===== src/rtl/if_fetch_queue_if.sv =====
// Fetch-queue bundle: imem address/data, redirect request and the decode handshake.
// The master side is the fetch queue; the slave side is the imem plus decode environment.
interface if_fetch_queue_if;
    logic [31:0] imem_addr_o;
    logic [31:0] imem_inst_i;
    logic        redirect_i;
    logic [31:0] redirect_pc_i;
    logic        dec_ready_i;
    logic        dec_valid_o;
    logic [31:0] dec_inst_o;
    logic [31:0] dec_pc_o;
    logic        misalign_o;
    logic        range_err_o;
    logic        halt_o;

    modport master (
        output imem_addr_o, dec_valid_o, dec_inst_o, dec_pc_o,
               misalign_o, range_err_o, halt_o,
        input  imem_inst_i, redirect_i, redirect_pc_i, dec_ready_i
    );

    modport slave (
        input  imem_addr_o, dec_valid_o, dec_inst_o, dec_pc_o,
               misalign_o, range_err_o, halt_o,
        output imem_inst_i, redirect_i, redirect_pc_i, dec_ready_i
    );
endinterface


===== src/rtl/if_fetch_queue.sv =====
// Instruction-fetch front end: drives the fetch PC to a combinational imem, queues
// {pc, inst} pairs and hands them to decode; handles redirects and halts on bad PCs.
module if_fetch_queue #(
    parameter logic [31:0] RESET_PC = 32'h0000_0000,
    parameter int          DEPTH    = 4,
    parameter int          IMEM_AW  = 13
) (
    input  logic            clk_i,
    input  logic            rst_ni,
    if_fetch_queue_if.master bus
);

    localparam int          PW      = $clog2(DEPTH);
    localparam logic [PW:0] FULL_C  = (PW+1)'(DEPTH);
    localparam logic [31:0] NOP     = 32'h0000_0013;

    typedef enum logic [1:0] {
        BOOT = 2'd0,
        RUN  = 2'd1,
        HALT = 2'd2
    } state_t;

    state_t        state_reg;
    logic [31:0]   fpc_reg;
    logic [PW:0]   count_reg;
    logic [PW:0]   count_next;
    logic [PW-1:0] rd_ptr_reg;
    logic [PW-1:0] wr_ptr_reg;
    logic          misalign_reg;
    logic          range_err_reg;

    logic [31:0]   pc_mem   [DEPTH];
    logic [31:0]   inst_mem [DEPTH];

    logic          dec_valid;
    logic          enq;
    logic          deq;
    logic [32:0]   fpc_inc;
    logic          fpc_inc_oor;
    logic          redir_misalign;
    logic          redir_oor;

    assign dec_valid = (count_reg != '0);
    assign deq       = dec_valid && bus.dec_ready_i && !bus.redirect_i;
    // A full queue may still accept a word when the head leaves in the same cycle.
    assign enq       = (state_reg == RUN) && !bus.redirect_i &&
                       ((count_reg != FULL_C) || deq);

    assign fpc_inc        = {1'b0, fpc_reg} + 33'd4;
    assign fpc_inc_oor    = ((fpc_inc >> IMEM_AW) != '0);
    assign redir_misalign = (bus.redirect_pc_i[1:0] != 2'b00);
    assign redir_oor      = ((bus.redirect_pc_i >> IMEM_AW) != '0);

    always_comb begin
        count_next = count_reg;
        if (enq && !deq) begin
            count_next = count_reg + (PW+1)'(1);
        end else if (!enq && deq) begin
            count_next = count_reg - (PW+1)'(1);
        end
    end

    // Queue storage has no reset; only entries below count are ever observed.
    generate
        for (genvar gi = 0; gi < DEPTH; gi++) begin : g_entry
            always_ff @(posedge clk_i) begin
                if (enq && (wr_ptr_reg == PW'(gi))) begin
                    pc_mem[gi]   <= fpc_reg;
                    inst_mem[gi] <= bus.imem_inst_i;
                end
            end
        end
    endgenerate

    always_ff @(posedge clk_i or negedge rst_ni) begin
        if (!rst_ni) begin
            state_reg     <= BOOT;
            fpc_reg       <= RESET_PC;
            count_reg     <= '0;
            rd_ptr_reg    <= '0;
            wr_ptr_reg    <= '0;
            misalign_reg  <= 1'b0;
            range_err_reg <= 1'b0;
        end else if (bus.redirect_i) begin
            // Redirect wins over enqueue and dequeue; the current head is dropped.
            count_reg  <= '0;
            rd_ptr_reg <= '0;
            wr_ptr_reg <= '0;
            fpc_reg    <= bus.redirect_pc_i;
            if (redir_misalign || redir_oor) begin
                state_reg     <= HALT;
                misalign_reg  <= misalign_reg | redir_misalign;
                range_err_reg <= range_err_reg | redir_oor;
            end else begin
                state_reg     <= RUN;
                misalign_reg  <= 1'b0;
                range_err_reg <= 1'b0;
            end
        end else begin
            count_reg <= count_next;
            if (state_reg == BOOT) begin
                state_reg <= RUN;
            end
            if (enq) begin
                wr_ptr_reg <= wr_ptr_reg + PW'(1);
                fpc_reg    <= fpc_inc[31:0];
                // The last legal word is already queued; stop before fetching beyond imem.
                if (fpc_inc_oor) begin
                    range_err_reg <= 1'b1;
                    state_reg     <= HALT;
                end
            end
            if (deq) begin
                rd_ptr_reg <= rd_ptr_reg + PW'(1);
            end
        end
    end

    assign bus.imem_addr_o = fpc_reg;
    assign bus.dec_valid_o = dec_valid;
    assign bus.dec_pc_o    = dec_valid ? pc_mem[rd_ptr_reg]   : 32'h0;
    assign bus.dec_inst_o  = dec_valid ? inst_mem[rd_ptr_reg] : NOP;
    assign bus.misalign_o  = misalign_reg;
    assign bus.range_err_o = range_err_reg;
    assign bus.halt_o      = (state_reg == HALT);

endmodule


===== src/flat_wrapper.sv =====
// flat-port wrapper written by rule: the top's interface ports become plain ports
module if_fetch_queue_flat 
#(
    parameter logic [31:0] RESET_PC = 32'h0000_0000,
    parameter int          DEPTH    = 4,
    parameter int          IMEM_AW  = 13
)
  (clk_i, rst_ni, bus_imem_addr_o, bus_dec_valid_o, bus_dec_inst_o, bus_dec_pc_o, bus_misalign_o, bus_range_err_o, bus_halt_o, bus_imem_inst_i, bus_redirect_i, bus_redirect_pc_i, bus_dec_ready_i);
  if_fetch_queue_if bus_i ();
  input  logic clk_i;
  input  logic rst_ni;
  output wire logic [$bits(bus_i.imem_addr_o)-1:0] bus_imem_addr_o;
  output wire logic [$bits(bus_i.dec_valid_o)-1:0] bus_dec_valid_o;
  output wire logic [$bits(bus_i.dec_inst_o)-1:0] bus_dec_inst_o;
  output wire logic [$bits(bus_i.dec_pc_o)-1:0] bus_dec_pc_o;
  output wire logic [$bits(bus_i.misalign_o)-1:0] bus_misalign_o;
  output wire logic [$bits(bus_i.range_err_o)-1:0] bus_range_err_o;
  output wire logic [$bits(bus_i.halt_o)-1:0] bus_halt_o;
  input wire logic [$bits(bus_i.imem_inst_i)-1:0] bus_imem_inst_i;
  input wire logic [$bits(bus_i.redirect_i)-1:0] bus_redirect_i;
  input wire logic [$bits(bus_i.redirect_pc_i)-1:0] bus_redirect_pc_i;
  input wire logic [$bits(bus_i.dec_ready_i)-1:0] bus_dec_ready_i;
  assign bus_imem_addr_o = bus_i.imem_addr_o;
  assign bus_dec_valid_o = bus_i.dec_valid_o;
  assign bus_dec_inst_o = bus_i.dec_inst_o;
  assign bus_dec_pc_o = bus_i.dec_pc_o;
  assign bus_misalign_o = bus_i.misalign_o;
  assign bus_range_err_o = bus_i.range_err_o;
  assign bus_halt_o = bus_i.halt_o;
  assign bus_i.imem_inst_i = bus_imem_inst_i;
  assign bus_i.redirect_i = bus_redirect_i;
  assign bus_i.redirect_pc_i = bus_redirect_pc_i;
  assign bus_i.dec_ready_i = bus_dec_ready_i;
  if_fetch_queue #(.RESET_PC(RESET_PC), .DEPTH(DEPTH), .IMEM_AW(IMEM_AW)) u_core (.clk_i(clk_i), .rst_ni(rst_ni), .bus(bus_i));
endmodule

===== config.mk =====
export PLATFORM = sky130hd
export DESIGN_NAME = if_fetch_queue_flat
export DESIGN_NICKNAME = d
export VERILOG_FILES = /design/src/rtl/if_fetch_queue_if.sv /design/src/rtl/if_fetch_queue.sv /design/src/flat_wrapper.sv
export SDC_FILE = /design/constraint.sdc
export NUM_CORES = 1
export LEC_CHECK = 0
export CORE_MARGIN = 2
export CORE_UTILIZATION = 35
export CTS_BUF_LIST = sky130_fd_sc_hd__clkbuf_16
export CTS_CLUSTER_SIZE = 14
export DETAILED_ROUTE_END_ITERATION = 6
export PLACE_DENSITY_LB_ADDON = 0.3
export SLEW_MARGIN = 20
export SYNTH_ARGS = -nofsm -noshare
export SYNTH_HDL_FRONTEND = slang
export SYNTH_SLANG_ARGS = --single-unit

===== constraint.sdc =====
create_clock -name clk_i -period 3 [get_ports clk_i]
set_input_delay 0.6 -clock clk_i [delete_from_list [all_inputs] [get_ports clk_i]]
set_output_delay 0.6 -clock clk_i [all_outputs]
set_load 0.1 [all_outputs]

; Word level (Yosys, flattened, before mapping)
; Memories as Yosys holds them, arrays and structs flattened.
; Index checks and enable logic that the tools add are counted.
[totals]
ff_bits = 43
ramBits = 256
out_inout_bits = 100
wordCells = 101
memories = 2
[op_classes]
n_addsub = 5
eq_ne = 6
mux = 47
bitwise = 2
n_reduce_logical = 32
[mem_list]
columns = memory, depth, width, read_ports, rd_ports_with_merged_regs, write_ports, line_no
row1 = u_core.inst_mem, 4, 32, 1, 0, 1, if_fetch_queue.sv:33  ; logic [31:0] inst_mem [DEPTH];
row2 = u_core.pc_mem, 4, 32, 1, 0, 1, if_fetch_queue.sv:32  ; logic [31:0] pc_mem [DEPTH];
[op_table]
columns = operator, count
row1 = 2-to-1 mux 32 bit, 10
row2 = OR reduction 32 bit, 6
row3 = "adder 32 x 3 -> 33 bit, second input constant", 1
row4 = nonzero test 33 bit, 1
row5 = nonzero test 32 bit, 1
row6 = 2-to-1 mux 2 bit, 15
row7 = 2-to-1 mux 1 bit, 19
row8 = logical AND 1 bit, 10
row9 = 2-to-1 mux 3 bit, 3
row10 = nonzero test 2 bit, 4
row11 = "== test 2 bit, second input constant", 3
row12 = nonzero test 3 bit, 2
row13 = "adder 2 x 1 -> 2 bit, second input constant", 2
row14 = "== test 2 x 1 -> 1 bit, second input constant", 2
row15 = logical NOT 2 bit, 2
row16 = "adder 3 x 1 -> 3 bit, second input constant", 1
row17 = logical NOT 1 bit, 3
row18 = "!= test 3 bit, second input constant", 1
row19 = "subtractor 3 x 1 -> 3 bit, second input constant", 1
row20 = logical OR 1 bit, 2
row21 = bitwise OR 1 bit, 2
row22 = AND reduction 2 bit, 1

; Longest topological paths before layout
[depth]
ltp_word = 12
ltp_mapped = 8
depth_no_buf = 8

; Worst setup path after synthesis
; No wires, ideal clock.
[synth_timing]
kind = register -> output
start = reg u_core.rd_ptr_reg[0]
end = out bus_dec_pc_o[23]
arrival_ns = 2.761
required_time_ns = 2.400
setup_slack_ns = -0.361
stages_incl_launch_ff = 5
path_buffers = 2
path_cell_list = dfrtp_1 > buf_2 > buf_1 > mux4_2 > nor2b_1
[synth_via]
elab_chain_cells = 2
[synth_rtl]
columns = element, line_no
row1 = start: declaration, if_fetch_queue.sv:27  ; logic [PW-1:0] rd_ptr_reg;
row2 = start signal: assignment, if_fetch_queue.sv:114  ; rd_ptr_reg <= rd_ptr_reg + PW'(1);
row3 = memory (4 x 32 bit), -
row4 = 2-to-1 mux 32 bit, if_fetch_queue.sv:121  ; assign bus.dec_pc_o = dec_valid ? pc_mem[rd_ptr_reg] : 32'h0;
row5 = end: declaration, flat_wrapper.sv:15  ; output wire logic [$bits(bus_i.dec_pc_o)-1:0] bus_dec_pc_o;
; Every way passes these cells.

; Final worst setup path
[layout_timing]
start = reg u_core.rd_ptr_reg[0]
end = out bus_dec_pc_o[1]
; The elaborated chain is that of the path after synthesis.

==> run summary <==
final hold vios: 0
largest family of logic cells by synthesized area: multiplexers
first-pass GRT wire length: 44500 um
cell area after synthesis: 12500 um^2
cells after synthesis: 729
crit path buf inv count: 2
full die area: 37100 um^2
GRT Overall Usage: 15.7%
Post-synth EDFFs: 256
Post-Syn Nets: 803
1st-iter DRT viols: 405
Cell Count Post-Placement: 1346
Die Y: 193 um
TritonCTS clock tree: yes
number of global-route vias before repair: 7413
crit path capture type: output pin
CP top delay family: multiplexers
DRC: 0
Met1 Routed Length: 12900 um
1st-pass router iterations: 4
ANT nets after route: 0
Primary FF master, synth: edfxtp_1
Leakage Power: 5.57 nW
htree depth: 1
I/O pins: 168
Crit path required time: 2.40 ns
Yosys warning count: 0
gp weighted congestion: 0.785
post-synth cell types: 53
top cell type's share of synthesized area: 61.7%
row count: 69
worst path cell trace: buf_16 -> mux4_2 -> nor2b_2 -> buf_12
CTS root buf: clkbuf_16
wire length on met2: 14000 um
per-cell routed wire length: 20.5 um
initial antenna violation count: 0
FF+latch area: 8770 um^2
Via Count: 7078
Pwr per Cell Area: 969 nW/um^2
Setup Skew: 0.0334 ns
WS Path Type: flip-flop to output pin
CTS Buf Count: 30
Synth Area in Compound Gates: 2.97%
Multi-input gate area: 3670 um^2
startpoint types: flip-flop
final non-filler cell total: 1405
CORE AREA: 35300 um^2
Sinks on Clock Net: 299
share of cells above drive strength 1: 33.8%
diode count: 0
Synth Area in Adders: 0.663%
cell with the most instances after synthesis: edfxtp_1
Slowest cell on crit path: mux4_2
Post-Synth Simple-Gate Area: 9.54%
Area Overhead vs Synth: 32.2%
Hold Path Class: primary input to asynchronous set/reset pin
Worst Path Arrival: 2.24 ns
clk buf depth: 3
crit share post-route: 94.6%
routed vias/inst: 5.04
top cells by count, synth: edfxtp_1, mux4_2, nor2b_1
# setup viols final: 0
fill count: 3040
post-DP HPWL: 17700 um
Peak Freq: 0.352 GHz
area leader, netlist: edfxtp_1
initial cell density of the core: 35.3%
DR top layer: met4
DR WL met3: 1440 um
port bufs: 167
latest clock arrival within the worst-skew pair: 0.56 ns
routed wire length: 28800 um
Layout Nets: 994
Mapped Avg Cell Area: 17.1 um^2
sequential area share after synthesis: 70.3%
r2r startpoint: u_core.bus.imem_addr_o[14]$_DFFE_PN0P_
slowest stage delay, CP: 0.54 ns
VDD IR-drop max: 0.000779 V
# Max-Cap Violations: 0
total power: 16.0 mW
Synth Register Bits: 299
total congestion overflow: 0
worst setup path start: u_core.rd_ptr_reg[0]$_DFFE_PN0P_
RSZ-0062 raised after global routing: false
multiplexer share of the synthesized area: 12.2%
ys async rst share: 14.4%
setup TNS: 0 ns
Die Wd: 193 um
largest net degree at the start of global routing: 74
actual slew at the worst max-slew pin: 1.06 ns
Clock transition at path regs: 0.06 ns
crit-path max FO: 29
Rel. slew slack: 29.7%
xor/xnor cell area share of the yosys netlist: 2.81%
status: complete, no violations
top cells by area, synth: edfxtp_1, mux4_2, dfrtp_1
min cycle time layout: 2.84 ns
Final Slew Violations: 0
per-stage QoR:
step / util (%) / hold slack, ns / instance area, um^2 / setup slack, ns
2_1_floorplan: - / 0.304 / 12600 / 0.0273
3_3_place_gp: 44.0 / 0.508 / 15500 / 0.179
3_5_place_dp: 44.0 / 0.523 / 15500 / 0.184
4_1_cts: 46.6 / 0.134 / 16500 / 0.108
5_1_grt: 46.7 / 0.173 / 16500 / 0.0603
6_report: 46.7 / 0.126 / 16500 / 0.162
logic make-up after synthesis:
logic type	count (synthesis)
AND/OR/NAND/NOR	209
multiplexers	71
buffers and inverters	47
AO/OA/AOI/OAI	57
flip-flops	299
XOR/XNOR	40
adder cells (fa/ha/maj)	6
power by group:
| part | leakage (nW) | internal (mW) | switching (mW) |
|---|---|---|---|
| sequential | 2.82 | 4.60 | 0.137 |
| clock | 0.461 | 1.81 | 1.53 |
| combinational | 2.28 | 2.80 | 5.08 |
| total | 5.57 | 9.21 | 6.76 |
worst register-to-register path, cell delays in order (launching register included):
cell       delay (ns)
dfrtp_1          0.60
and2_2           0.28
nand4_4          0.21
nor3_1           0.38
nand4b_1         0.21
a2111oi_4        0.41
nand4_2          0.16
a22o_1           0.21
layout make-up:
class / instances / share of cell area [%]
timing repair buffer: 199 / 15.5
tap: 461 / 3.50
multi-input combinational: 383 / 22.3
inverter: 7 / 0.160
clock buffer: 30 / 4.56
sequential: 299 / 53.2
clock inverter: 26 / 0.760
cells in the final DEF (no fill, tap or decap), types with 16 or more instances in the layout:
cell	n
inv_1	16
edfxtp_1	256
clkbuf_16	30
buf_12	70
buf_4	60
nand2_1	47
nor2_1	17
nor2b_2	59
dfrtp_1	41
xor2_1	27
o21ai_0	32
mux4_2	64
clkdlybuf4s50_1	65
repair_timing:
| action | 4_1_cts | 5_1_grt |
|---|---|---|
| hold buffers | 0 | 0 |
| hold endpoints to repair | 0 | 0 |
| setup endpoints to repair | 24 | 0 |
| setup buffers | 2 | 0 |
| resized for setup | 2 | 0 |
per-layer routing:
layer  vias up  track usage (%)
li1       3224                -
met1      3642             22.1
met2       180             25.7
met3        32             2.58
met4         0             3.29
met5         -                0
path summary, 6_finish.rpt:
| path | to | slack (ns) | cells after the start |
|---|---|---|---|
| max | bus_dec_pc_o[1] | 0.16 | 4 |
| max reg2reg | u_core.bus.range_err_o$_DFFE_PN0P_ | 0.42 | 7 |
| min | u_core.bus.imem_addr_o[19]$_DFFE_PN0P_ | 0.13 | 1 |
| max in group asynchronous | u_core.bus.imem_addr_o[0]$_DFFE_PN0P_ | 2.22 | 2 |
| min reg2reg | u_core.state_reg[1]$_DFF_PN0_ | 0.54 | 1 |
| min in group clk_i | u_core.state_reg[1]$_DFF_PN0_ | 0.54 | 1 |
(Power assumes the default switching activity.)
